`config.mk`:
```
export PLATFORM = sky130hd
export DESIGN_NAME = local_network_interface
export DESIGN_NICKNAME = d
export VERILOG_FILES = /design/src/rtl/local_network_interface.sv
export SDC_FILE = /design/constraint.sdc
export NUM_CORES = 1
export LEC_CHECK = 0
export ABC_AREA = 1
export BUFFER_PORTS_ARGS = -buffer_cell sky130_fd_sc_hd__buf_4
export CORE_ASPECT_RATIO = 0.9
export CORE_MARGIN = 1.5
export CORE_UTILIZATION = 45
export DETAILED_ROUTE_END_ITERATION = 8
export PLACE_DENSITY = 0.77
export SYNTH_ARGS = -nofsm -noshare
export SYNTH_HDL_FRONTEND = slang
export SYNTH_SLANG_ARGS = --single-unit
```
`constraint.sdc`:
```
create_clock -name clk -period 9.8 [get_ports clk]
set_clock_uncertainty 0.1 [all_clocks]
set_input_delay 1.96 -clock clk [delete_from_list [all_inputs] [get_ports clk]]
set_output_delay 1.96 -clock clk [all_outputs]
set_load 0.05 [all_outputs]
```
`src/rtl/local_network_interface.sv`:
```
// Network interface between a core and a mesh router's local port.
// TX packetizes payload under credit flow control; RX buffers ejected flits and returns credits.
module local_network_interface #(
    parameter int TX_CREDITS = 4,
    parameter int RX_DEPTH   = 4,
    parameter int PKT_LEN    = 4
) (
    input  logic        clk,
    input  logic        reset,
    input  logic [15:0] core_tx_dest_i,
    input  logic [15:0] core_tx_data_i,
    input  logic        core_tx_valid_i,
    output logic        core_tx_ready_o,
    output logic [15:0] ni_data_o,
    output logic        ni_valid_o,
    input  logic        ni_credit_i,
    input  logic [15:0] ni_data_i,
    input  logic        ni_valid_i,
    output logic        ni_credit_o,
    output logic [15:0] core_rx_data_o,
    output logic        core_rx_valid_o,
    output logic        core_rx_head_o,
    input  logic        core_rx_ready_i,
    output logic        tx_credit_err_o,
    output logic        rx_overflow_o
);
    localparam int CW = $clog2(TX_CREDITS + 1);
    localparam int AW = $clog2(RX_DEPTH);
    localparam int BW = $clog2(PKT_LEN);

    typedef enum logic [1:0] {IDLE, HEADER, BODY} tx_state_t;

    tx_state_t       state, state_nxt;
    logic [15:0]     dest_q;
    logic [BW-1:0]   body_cnt;
    logic [CW-1:0]   tx_credit;
    logic            has_credit;
    logic            send;
    logic [15:0]     send_data;

    assign has_credit = (tx_credit != '0);

    always_comb begin
        state_nxt       = state;
        core_tx_ready_o = 1'b0;
        send            = 1'b0;
        send_data       = dest_q;
        case (state)
            IDLE: if (core_tx_valid_i) state_nxt = HEADER;
            HEADER: if (has_credit) begin
                send      = 1'b1;
                state_nxt = BODY;
            end
            BODY: if (core_tx_valid_i && has_credit) begin
                core_tx_ready_o = 1'b1;
                send            = 1'b1;
                send_data       = core_tx_data_i;
                if (body_cnt == BW'(1)) state_nxt = IDLE;
            end
            default: state_nxt = IDLE;
        endcase
    end

    always_ff @(posedge clk or posedge reset) begin
        if (reset) begin
            state           <= IDLE;
            dest_q          <= '0;
            body_cnt        <= '0;
            tx_credit       <= CW'(TX_CREDITS);
            tx_credit_err_o <= 1'b0;
            ni_valid_o      <= 1'b0;
            ni_data_o       <= '0;
        end else begin
            state      <= state_nxt;
            ni_valid_o <= send;
            if (send) ni_data_o <= send_data;
            if (state == IDLE && core_tx_valid_i) dest_q <= core_tx_dest_i;
            if (send) body_cnt <= (state == HEADER) ? BW'(PKT_LEN - 1) : body_cnt - BW'(1);
            // A return arriving with the counter already full is a protocol error; hold.
            case ({send, ni_credit_i})
                2'b10: tx_credit <= tx_credit - CW'(1);
                2'b01: begin
                    if (tx_credit == CW'(TX_CREDITS)) tx_credit_err_o <= 1'b1;
                    else                              tx_credit <= tx_credit + CW'(1);
                end
                default: ;
            endcase
        end
    end

    logic [15:0]   mem [RX_DEPTH];
    logic [AW:0]   wr_ptr, rd_ptr;
    logic [BW-1:0] rx_cnt;
    logic          empty, full, rd_en, wr_en;

    assign empty = (wr_ptr == rd_ptr);
    assign full  = (wr_ptr[AW] != rd_ptr[AW]) && (wr_ptr[AW-1:0] == rd_ptr[AW-1:0]);
    assign rd_en = core_rx_ready_i && !empty;
    assign wr_en = ni_valid_i && (!full || rd_en);

    assign core_rx_data_o  = mem[rd_ptr[AW-1:0]];
    assign core_rx_valid_o = !empty;
    assign core_rx_head_o  = !empty && (rx_cnt == '0);

    always_ff @(posedge clk or posedge reset) begin
        if (reset) begin
            for (int i = 0; i < RX_DEPTH; i++) mem[i] <= '0;
            wr_ptr        <= '0;
            rd_ptr        <= '0;
            rx_cnt        <= '0;
            ni_credit_o   <= 1'b0;
            rx_overflow_o <= 1'b0;
        end else begin
            ni_credit_o <= rd_en;
            if (wr_en) begin
                mem[wr_ptr[AW-1:0]] <= ni_data_i;
                wr_ptr              <= wr_ptr + (AW+1)'(1);
            end
            if (rd_en) begin
                rd_ptr <= rd_ptr + (AW+1)'(1);
                rx_cnt <= (rx_cnt == BW'(PKT_LEN - 1)) ? '0 : rx_cnt + BW'(1);
            end
            if (ni_valid_i && full && !rd_en) rx_overflow_o <= 1'b1;
        end
    end
endmodule

```
==> results of run 1 <==
## final cells by class
| type | instances | area share |
|---|---|---|
| Multi-Input combinational cell | 430 | 0.331 |
| Timing Repair Buffer | 94 | 0.106 |
| Clock buffer | 21 | 0.0689 |
| Inverter | 19 | 0.0118 |
| Clock inverter | 10 | 0.0234 |
| Tap cell | 156 | 0.0292 |
| Sequential cell | 115 | 0.431 |
## registers in the layout, summed over array words and instances, names as in the netlist
register         flops
tx_credit            3
state                2
wr_ptr               3
mem                 64
ni_valid_o           1
tx_credit_err_o      1
rd_ptr               3
dest_q              16
rx_cnt               2
ni_data_o           16
rx_overflow_o        1
ni_credit_o          1
body_cnt             2
## critical path, cell delays in order
cell	delay (ps)
buf_4	130
nand3_4	190
clkinv_1	410
buf_4	340
## metal layers
layer  vias up  track usage
met4         0       0.0897
li1       2137            -
met1      2159        0.274
met2       171        0.342
met3        14       0.0436
met5         -            0
## power by group through the flow
| stage | clock, mW | combinational, mW | sequential (mW) |
|---|---|---|---|
| detailed placement | 0 | 1.37 | 0.848 |
| CTS | 0.650 | 1.38 | 0.844 |
| global placement | 0 | 1.33 | 0.837 |
| floorplan | 0 | 0.916 | 0.945 |
| finish | 0.639 | 1.37 | 0.843 |
| global route | 0.674 | 1.49 | 0.872 |
## worst paths after layout
check	start	endpoint	slack (ps)	depth (start not counted)
min	mem[38]$_DFFE_PP0P_	mem[38]$_DFFE_PP0P_	360	2
max in group asynchronous	reset	mem[35]$_DFFE_PP0P_	6740	3
min in group asynchronous	reset	ni_data_o[14]$_DFFE_PP0P_	1450	2
min reg2reg	mem[38]$_DFFE_PP0P_	mem[38]$_DFFE_PP0P_	360	2
max	core_tx_valid_i	core_tx_ready_o	4700	4
max reg2reg	rd_ptr[0]$_DFFE_PP0P_	mem[46]$_DFFE_PP0P_	7100	9
## per-stage QoR
step / total power [mW] / setup WS (ps) / hold slack, ps / instances / area (um^2)
4_1_cts: 2.87 / 4690 / 366 / 845 / 6690
5_1_grt: 3.04 / 4580 / 375 / 845 / 6690
3_5_place_dp: 2.22 / 4700 / 353 / 814 / 6070
6_report: 2.86 / 4700 / 364 / 845 / 6690
2_1_floorplan: 1.86 / 4700 / 337 / 599 / 5370
3_3_place_gp: 2.17 / 4720 / 348 / 814 / 6070
## logic make-up (layout without fill, tap and decap cells)
kind of cell,after synthesis,count (layout),synth area share
AO/OA/AOI/OAI,78,78,0.0818
XOR/XNOR,7,7,0.0128
adder cells (fa/ha/maj),13,13,0.0317
buffers and inverters,54,144,0.0520
flip-flops,115,115,0.536
multiplexers,16,16,0.0336
AND/OR/NAND/NOR,316,316,0.252
## cell usage in the layout, fill, tap and decap left out, drive strengths merged, types with 2 or more instances in the layout
cell type	netlist	layout
mux2	16	16
clkinv	1	6
dfrtp	114	114
o21bai	2	2
xnor2	4	4
nand3	69	69
nand2	190	190
nand4	3	3
a31oi	16	16
xor2	3	3
o21ai	42	42
inv	18	18
nor2	52	52
clkbuf	12	21
bufinv	0	4
nand3b	2	2
ha	12	12
o22ai	16	16
buf	23	94
==> results.json, run 1 <==
{
  "hpwl_um": 7950,
  "vias_per_cell": 5.30,
  "fin_tns_setup_ps": 0,
  "p_sw_mw": 1.28,
  "syn_avg_cell_area_um2": 8.96,
  "synthesis.nets": 666,
  "start_util": 0.466,
  "synthArstFlopShare": 1.00,
  "period_needed_ps": 5100,
  "io_pins": 93,
  "setup_viol": 0,
  "vdd_drop_max_mv": 0.220,
  "first_global_vias": 4354,
  "clk_pin_slew_ps": 50,
  "ant_nets": 0,
  "cts_tree": "done",
  "post-route-drc-count": 0,
  "hp-class": "reg2reg",
  "wl_met3_um": 797,
  "vias": 4481,
  "ys_seq_area_frac": 0.536,
  "synth_area_um2": 5370,
  "max_cap_violations": 0,
  "synth_top_area_share": 0.531,
  "insertion_delay_ps": 400,
  "p_clk_frac": 0.224,
  "pwr-share-seq": 0.295,
  "drt_pass1_iterations": 4,
  "worst_pin_slew_ps": 1080,
  "core_area_um2": 11500,
  "crit_required_ps": 7740,
  "powerDensity_nw_per_um2": 427,
  "status": "completed",
  "topRoutingLayerUsed": "met4",
  "critPathKind": "in2out",
  "synth_flop_cell": "dfrtp_1",
  "gp_congestion": 0.807,
  "cts_made_buffers": 17,
  "p_sw_frac": 0.449,
  "dr_wl_met2_um": 6300,
  "slew_headroom": 0.279,
  "grt_pass1_wl_um": 20900,
  "grt_max_degree": 89,
  "clkSinkCount": 115,
  "die_w_um": 118,
  "die_area_um2": 12600,
  "drv_slew": 0,
  "multi_input_area_um2": 2210,
  "syn_to_final_growth_pct": 24.5,
  "fin_util": 0.580,
  "synth-edff-count": 0,
  "wl_per_cell_um": 15.1,
  "netlist_top_cells_count": "183 x nand2_1, 114 x dfrtp_1, 68 x nand3_1, 51 x nor2_1, 42 x o21ai_0",
  "cts-root-buf": "clkbuf_16",
  "hold_buffers": 0,
  "dieHeight_um": 107,
  "power.internal_mw": 1.57,
  "grt_usage": 0.210,
  "seq_area_um2": 2880,
  "cts-resized-gates": 0,
  "fmax_mhz": 196,
  "clockBufferDepth": 2,
  "cp_data_arrival_time_ps": 3040,
  "crit_path_end_kind": "primary output",
  "synth_most_common_cell": "nand2_1",
  "syn-instance-count": 599,
  "yosys_register_bits": 115,
  "p_leak_nw": 3.34,
  "wl_met1_um": 5530,
  "yosys.area.top_type": "dfrtp_1",
  "nNetsFinal": 744,
  "drive_gt1_frac": 0.226,
  "n_antenna_cell": 0,
  "drt_iter0_markers": 357,
  "start_kind": "input pin",
  "row_count": 37,
  "port_buffers": 92,
  "power_frac_comb": 0.481,
  "synth.distinct_cells": 33,
  "drt_wl_total_um": 12800,
  "htreeDepth": 4,
  "synthTopCellsByArea": "dfrtp_1 53%, nand2_1 13%, nand3_1 6.3%",
  "grt_overflow": 0,
  "rsz0062_at_grt": "false",
  "yosys_warnings": 0,
  "postCtsSetupBuffers": 0,
  "min_period_over_period": 0.520,
  "finalHoldViolations": 0,
  "fillCellCount": 969,
  "grt_antenna_before_repair": 0,
  "cp_max_fo": 18
}
(Power assumes the default switching activity.)
==> run 2, diff against run 1 <==
--- a/config.mk
+++ b/config.mk
@@ -5,13 +5,13 @@
 export SDC_FILE = /design/constraint.sdc
 export NUM_CORES = 1
 export LEC_CHECK = 0
-export ABC_AREA = 1
+export ABC_AREA = 0
 export BUFFER_PORTS_ARGS = -buffer_cell sky130_fd_sc_hd__buf_4
 export CORE_ASPECT_RATIO = 0.9
 export CORE_MARGIN = 1.5
 export CORE_UTILIZATION = 45
 export DETAILED_ROUTE_END_ITERATION = 8
-export PLACE_DENSITY = 0.77
+export PLACE_DENSITY = 0.8
 export SYNTH_ARGS = -nofsm -noshare
 export SYNTH_HDL_FRONTEND = slang
 export SYNTH_SLANG_ARGS = --single-unit
==> constraint.sdc (replaced) <==
create_clock -name clk -period 4.6 [get_ports clk]
set_clock_uncertainty 0.1 [all_clocks]
set_input_delay 0.92 -clock clk [delete_from_list [all_inputs] [get_ports clk]]
set_output_delay 0.92 -clock clk [all_outputs]
set_load 0.05 [all_outputs]
==> results.json, run 2 <==
{
  "port_buffers": 92,
  "slew_headroom": 0.424,
  "drt_iter0_markers": 187,
  "seq_area_um2": 2880,
  "htreeDepth": 4,
  "dieHeight_um": 106,
  "wl_per_cell_um": 16.8,
  "ys_seq_area_frac": 0.545,
  "synthTopCellsByArea": "dfrtp_1 54%, mux2_2 18%, mux4_2 4.7%",
  "crit_buf_inv": 2,
  "fillCellCount": 918,
  "synth.distinct_cells": 39,
  "cp_data_arrival_time_ps": 2280,
  "multi_input_area_um2": 2240,
  "period_needed_ps": 3300,
  "layout_common_cells": "114 x dfrtp_1, 96 x buf_4, 84 x mux2_2, 24 x nor2_1, 23 x a21oi_1",
  "min_period_over_period": 0.718,
  "cts_made_buffers": 17,
  "postCtsSetupBuffers": 0,
  "cp_max_fo": 10,
  "drt_wl_total_um": 11000,
  "slowest_stage": "dfrtp_1",
  "hold_depth": 1,
  "yosys.area.top_type": "dfrtp_1",
  "rsz0062_at_grt": "false",
  "reg.largest.list": "mem: 64 flops, dest_q: 16 flops, ni_data_o: 16 flops",
  "ant_nets": 0,
  "hp-class": "reg2reg",
  "hold_buffers": 0,
  "min_from": "rx_overflow_o$_DFFE_PP0P_",
  "critPathKind": "reg2out",
  "vias": 3413,
  "nNetsFinal": 549,
  "hpwl_um": 7490,
  "row_count": 37,
  "synth-edff-count": 0,
  "finalHoldViolations": 0,
  "synth_area_um2": 5280,
  "cts-root-buf": "clkbuf_16",
  "drive_gt1_frac": 0.473,
  "worst_pin_slew_ps": 865,
  "crit_required_ps": 3580,
  "netlist_top_cells_count": "114 x dfrtp_1, 84 x mux2_2, 24 x nor2_1, 23 x a21oi_1, 20 x o21ai_0",
  "n_antenna_cell": 0,
  "yosys_warnings": 0,
  "critical-path-max-stage-delay_ps": 690,
  "die_area_um2": 12400,
  "max_cap_violations": 0,
  "fin_tns_setup_ps": 0,
  "start_kind": "flip-flop",
  "clkSinkCount": 115,
  "synthesis.nets": 453,
  "first_global_vias": 3608,
  "cts_tree": "done",
  "grt_usage": 0.193,
  "grt_antenna_before_repair": 0,
  "crit_path_end_kind": "primary output",
  "setup_viol": 0,
  "cp_top_family": "flip-flops",
  "die_w_um": 117,
  "status": "completed",
  "fmax_mhz": 303,
  "gp_congestion": 0.817,
  "insertion_delay_ps": 400,
  "synth_top_area_share": 0.540,
  "core_area_um2": 11400,
  "syn_avg_cell_area_um2": 13.7,
  "fin_cells": 651,
  "fin_ws_ps": 1300,
  "synthArstFlopShare": 1.00,
  "cp_common_cell": "buf_4",
  "drt_pass1_iterations": 5,
  "clockBufferDepth": 2,
  "synth_most_common_cell": "dfrtp_1",
  "start_util": 0.462,
  "yosys_register_bits": 115,
  "path_depth": 5,
  "largest_reg_flops": 64,
  "syn-instance-count": 386,
  "grt_pass1_wl_um": 17900,
  "largest_register": "mem",
  "post-route-drc-count": 0,
  "clk_pin_slew_ps": 50,
  "syn_to_final_growth_pct": 26.0,
  "grt_max_degree": 64,
  "cts-resized-gates": 0,
  "synth_flop_cell": "dfrtp_1",
  "crit_path_start": "rd_ptr[0]$_DFFE_PP0P_",
  "final_common_cell": "dfrtp_1",
  "r2r_start": "state[1]$_DFFE_PP0P_",
  "worstRegToRegCells": 8,
  "io_pins": 93,
  "drv_slew": 0,
  "pre_cts_slack_ps": 1500,
  "placed_cells": 619,
  "grt_overflow": 0,
  "vias_per_cell": 5.24,
  "cp_cell_sequence": "buf_4 > xnor2_1 > nand3_1 > and2_1 > buf_4"
}
-- run 2: cell types whose count changed in the layout (fill, tap and decap cells not counted), moves of 22 or more --
cell,change
o21ai_0,-22
nand2_1,-180
mux2_2,+68
a21oi_1,+22
nor2_1,-27
nand3_1,-66
-- run 2: final cells by class --
cell class | count | area share
Inverter | 13 | 0.00771
Clock inverter | 15 | 0.0213
Tap cell | 156 | 0.0294
Timing Repair Buffer | 96 | 0.108
Clock buffer | 17 | 0.0640
Sequential cell | 115 | 0.433
Multi-Input combinational cell | 239 | 0.336
-- run 2: metrics by stage --
stage / area, um^2 / hold slack [ps] / util
after detailed placement: 6080 / 360 / 0.532
after floorplan: 5280 / 346 / -
after global routing: 6650 / 393 / 0.582
final: 6650 / 366 / 0.582
after global placement: 6080 / 357 / 0.532
after CTS: 6650 / 372 / 0.582
-- run 2: per-layer routing --
metal	share of wire	track usage	wire (um)
met5	0	0	0
met4	0.015	0.0749	163
met1	0.44	0.253	4800
met3	0.059	0.0546	648
met2	0.49	0.301	5340
-- run 2: logic make-up after synthesis --
| kind of cell | synth area share |
|---|---|
| AOI/OAI and AO/OA | 0.0650 |
| DFF | 0.545 |
| xor gates and xnor gates | 0.0166 |
| adders and majority gates | 0.0322 |
| buffers and inverters | 0.0308 |
| and+or+nand+nor | 0.0590 |
| muxes | 0.251 |
-- run 2: final timing paths --
path,end,slack [ps]
hold / removal,rx_overflow_o$_DFFE_PP0P_,370
max in group asynchronous,mem[32]$_DFFE_PP0P_,2960
min in group asynchronous,state[1]$_DFFE_PP0P_,580
setup / recovery,core_rx_head_o,1300
setup reg to reg,tx_credit[1]$_DFFE_PP0P_,1520
hold reg to reg,rx_overflow_o$_DFFE_PP0P_,370
-- run 2: worst reg2reg max path: cells and delay by family (launching register included) --
family                     cells  cell delay (ps)
buffers and inverters          1               90
DFF                            1              360
AOI/OAI and AO/OA              3              370
adders and majority gates      2             1120
and+or+nand+nor                2              940
Power of run 2 is not shown: default switching activity piles up to over one toggle a cycle in this logic, so the estimate is an artifact.
==> run 3, diff against run 2 <==
--- a/config.mk
+++ b/config.mk
@@ -11,7 +11,7 @@
 export CORE_MARGIN = 1.5
 export CORE_UTILIZATION = 45
 export DETAILED_ROUTE_END_ITERATION = 8
-export PLACE_DENSITY = 0.8
+export PLACE_DENSITY = 0.77
 export SYNTH_ARGS = -nofsm -noshare
 export SYNTH_HDL_FRONTEND = slang
 export SYNTH_SLANG_ARGS = --single-unit
==> constraint.sdc (replaced) <==
create_clock -name clk -period 3.3 [get_ports clk]
set_clock_uncertainty 0.1 [all_clocks]
set_input_delay 0.66 -clock clk [delete_from_list [all_inputs] [get_ports clk]]
set_output_delay 0.66 -clock clk [all_outputs]
set_load 0.05 [all_outputs]
==> results.json, run 3 (synthesis results as in run 2) <==
{
  "grt_pass1_wl_um": 17600,
  "port_buffers": 92,
  "hold_buffers": 0,
  "drive_gt1_frac": 0.472,
  "rsz0062_at_grt": "false",
  "grt_max_degree": 60,
  "cts-resized-gates": 0,
  "start_kind": "flip-flop",
  "cts_made_buffers": 17,
  "period_needed_ps": 2870,
  "layout_common_cells": "114 x dfrtp_1, 97 x buf_4, 84 x mux2_2, 24 x nor2_1, 23 x a21oi_1",
  "clkSinkCount": 115,
  "hpwl_um": 7510,
  "cts-root-buf": "clkbuf_16",
  "dieHeight_um": 106,
  "final_common_cell": "dfrtp_1",
  "vias_per_cell": 5.28,
  "clockBufferDepth": 2,
  "wl_per_cell_um": 16.8,
  "drt_pass1_iterations": 4,
  "fillCellCount": 903,
  "critical-path-max-stage-delay_ps": 410,
  "finalHoldViolations": 0,
  "slowest_stage": "inv_1",
  "first_global_vias": 3567,
  "post-route-drc-count": 0,
  "cts_tree": "done",
  "n_antenna_cell": 0,
  "reg.largest.list": "mem: 64 flops, dest_q: 16 flops, ni_data_o: 16 flops",
  "critPathKind": "reg2out",
  "syn_to_final_growth_pct": 28.2,
  "crit_buf_inv": 3,
  "fmax_mhz": 348,
  "ant_nets": 0,
  "die_w_um": 117,
  "start_util": 0.462,
  "worst_pin_slew_ps": 823,
  "drv_slew": 0,
  "cp_top_family": "buffers and inverters",
  "clk_pin_slew_ps": 50,
  "htreeDepth": 4,
  "die_area_um2": 12400,
  "setup_viol": 0,
  "largest_register": "mem",
  "drt_wl_total_um": 11000,
  "cp_common_cell": "inv_1",
  "postCtsSetupBuffers": 0,
  "nNetsFinal": 552,
  "grt_usage": 0.190,
  "gp_congestion": 0.768,
  "cp_max_fo": 17,
  "grt_antenna_before_repair": 0,
  "min_period_over_period": 0.870,
  "largest_reg_flops": 64,
  "row_count": 37,
  "core_area_um2": 11400,
  "grt_overflow": 0,
  "max_cap_violations": 0,
  "slew_headroom": 0.450,
  "cp_data_arrival_time_ps": 2110,
  "crit_required_ps": 2540,
  "drt_iter0_markers": 165,
  "vias": 3453,
  "fin_tns_setup_ps": 0,
  "insertion_delay_ps": 410,
  "io_pins": 93,
  "hp-class": "in2async",
  "cp_cell_sequence": "inv_1 > ha_1 > nand3_2 > inv_1 > buf_4",
  "status": "completed",
  "crit_path_end_kind": "primary output"
}
-- run 3: changes by cell type in the layout (fill, tap and decap cells not counted), sizes merged --
cell / change
clkbuf: +5
buf: +3
bufinv: +3
clkinv: -3
clkinvlp: -3
inv: -2
-- run 3: layer usage --
metal / global-route usage / vias up / share of wire
met5: 0 / - / 0
met4: 0.102 / 0 / 0.018
met3: 0.0443 / 14 / 0.056
met2: 0.304 / 94 / 0.51
met1: 0.239 / 1761 / 0.42
li1: - / 1584 / -
-- run 3: layout make-up --
class	count	area, um^2	share of cell area
clock inverters	10	178	0.0262
well taps	156	195	0.0288
flip-flops and latches	115	2880	0.425
clock buffers	22	474	0.0701
inverters	13	52.6	0.00776
repair buffers	99	753	0.111
multi-input cells	239	2240	0.330
-- run 3: through the flow --
step                hold slack, ps  utilization  setup WS, ps  instances  instance area (um^2)
floorplan                      346            -           653        386                  5280
global placement               362        0.535           789        621                  6110
detailed placement             370        0.535           708        621                  6110
CTS                            327        0.592           434        653                  6760
global route                   364        0.592           282        654                  6770
finish                         316        0.592           428        654                  6770
-- run 3: worst paths after layout --
check | start | end | slack, ps | cells past startpoint
setup reg to reg | state[0]$_DFFE_PP0P_ | tx_credit[2]$_DFFE_PP1P_ | 690 | 8
hold / removal | reset | dest_q[7]$_DFFE_PP0P_ | 320 | 2
min in group clk | tx_credit_err_o$_DFFE_PP0P_ | tx_credit_err_o$_DFFE_PP0P_ | 380 | 1
hold reg to reg | tx_credit_err_o$_DFFE_PP0P_ | tx_credit_err_o$_DFFE_PP0P_ | 380 | 1
setup / recovery | state[0]$_DFFE_PP0P_ | core_tx_ready_o | 430 | 5
max in group asynchronous | reset | tx_credit[2]$_DFFE_PP1P_ | 2000 | 3
-- run 3: worst register-to-register path: cells and delay by family, from the launching register on --
family | cells | cell delay (ps)
adder cells (fa/ha/maj) | 2 | 960
flip-flops | 1 | 360
AND/OR/NAND/NOR | 3 | 740
AO/OA/AOI/OAI | 2 | 280
buffers and inverters | 1 | 80
Power of run 3 is left out for the same reason.
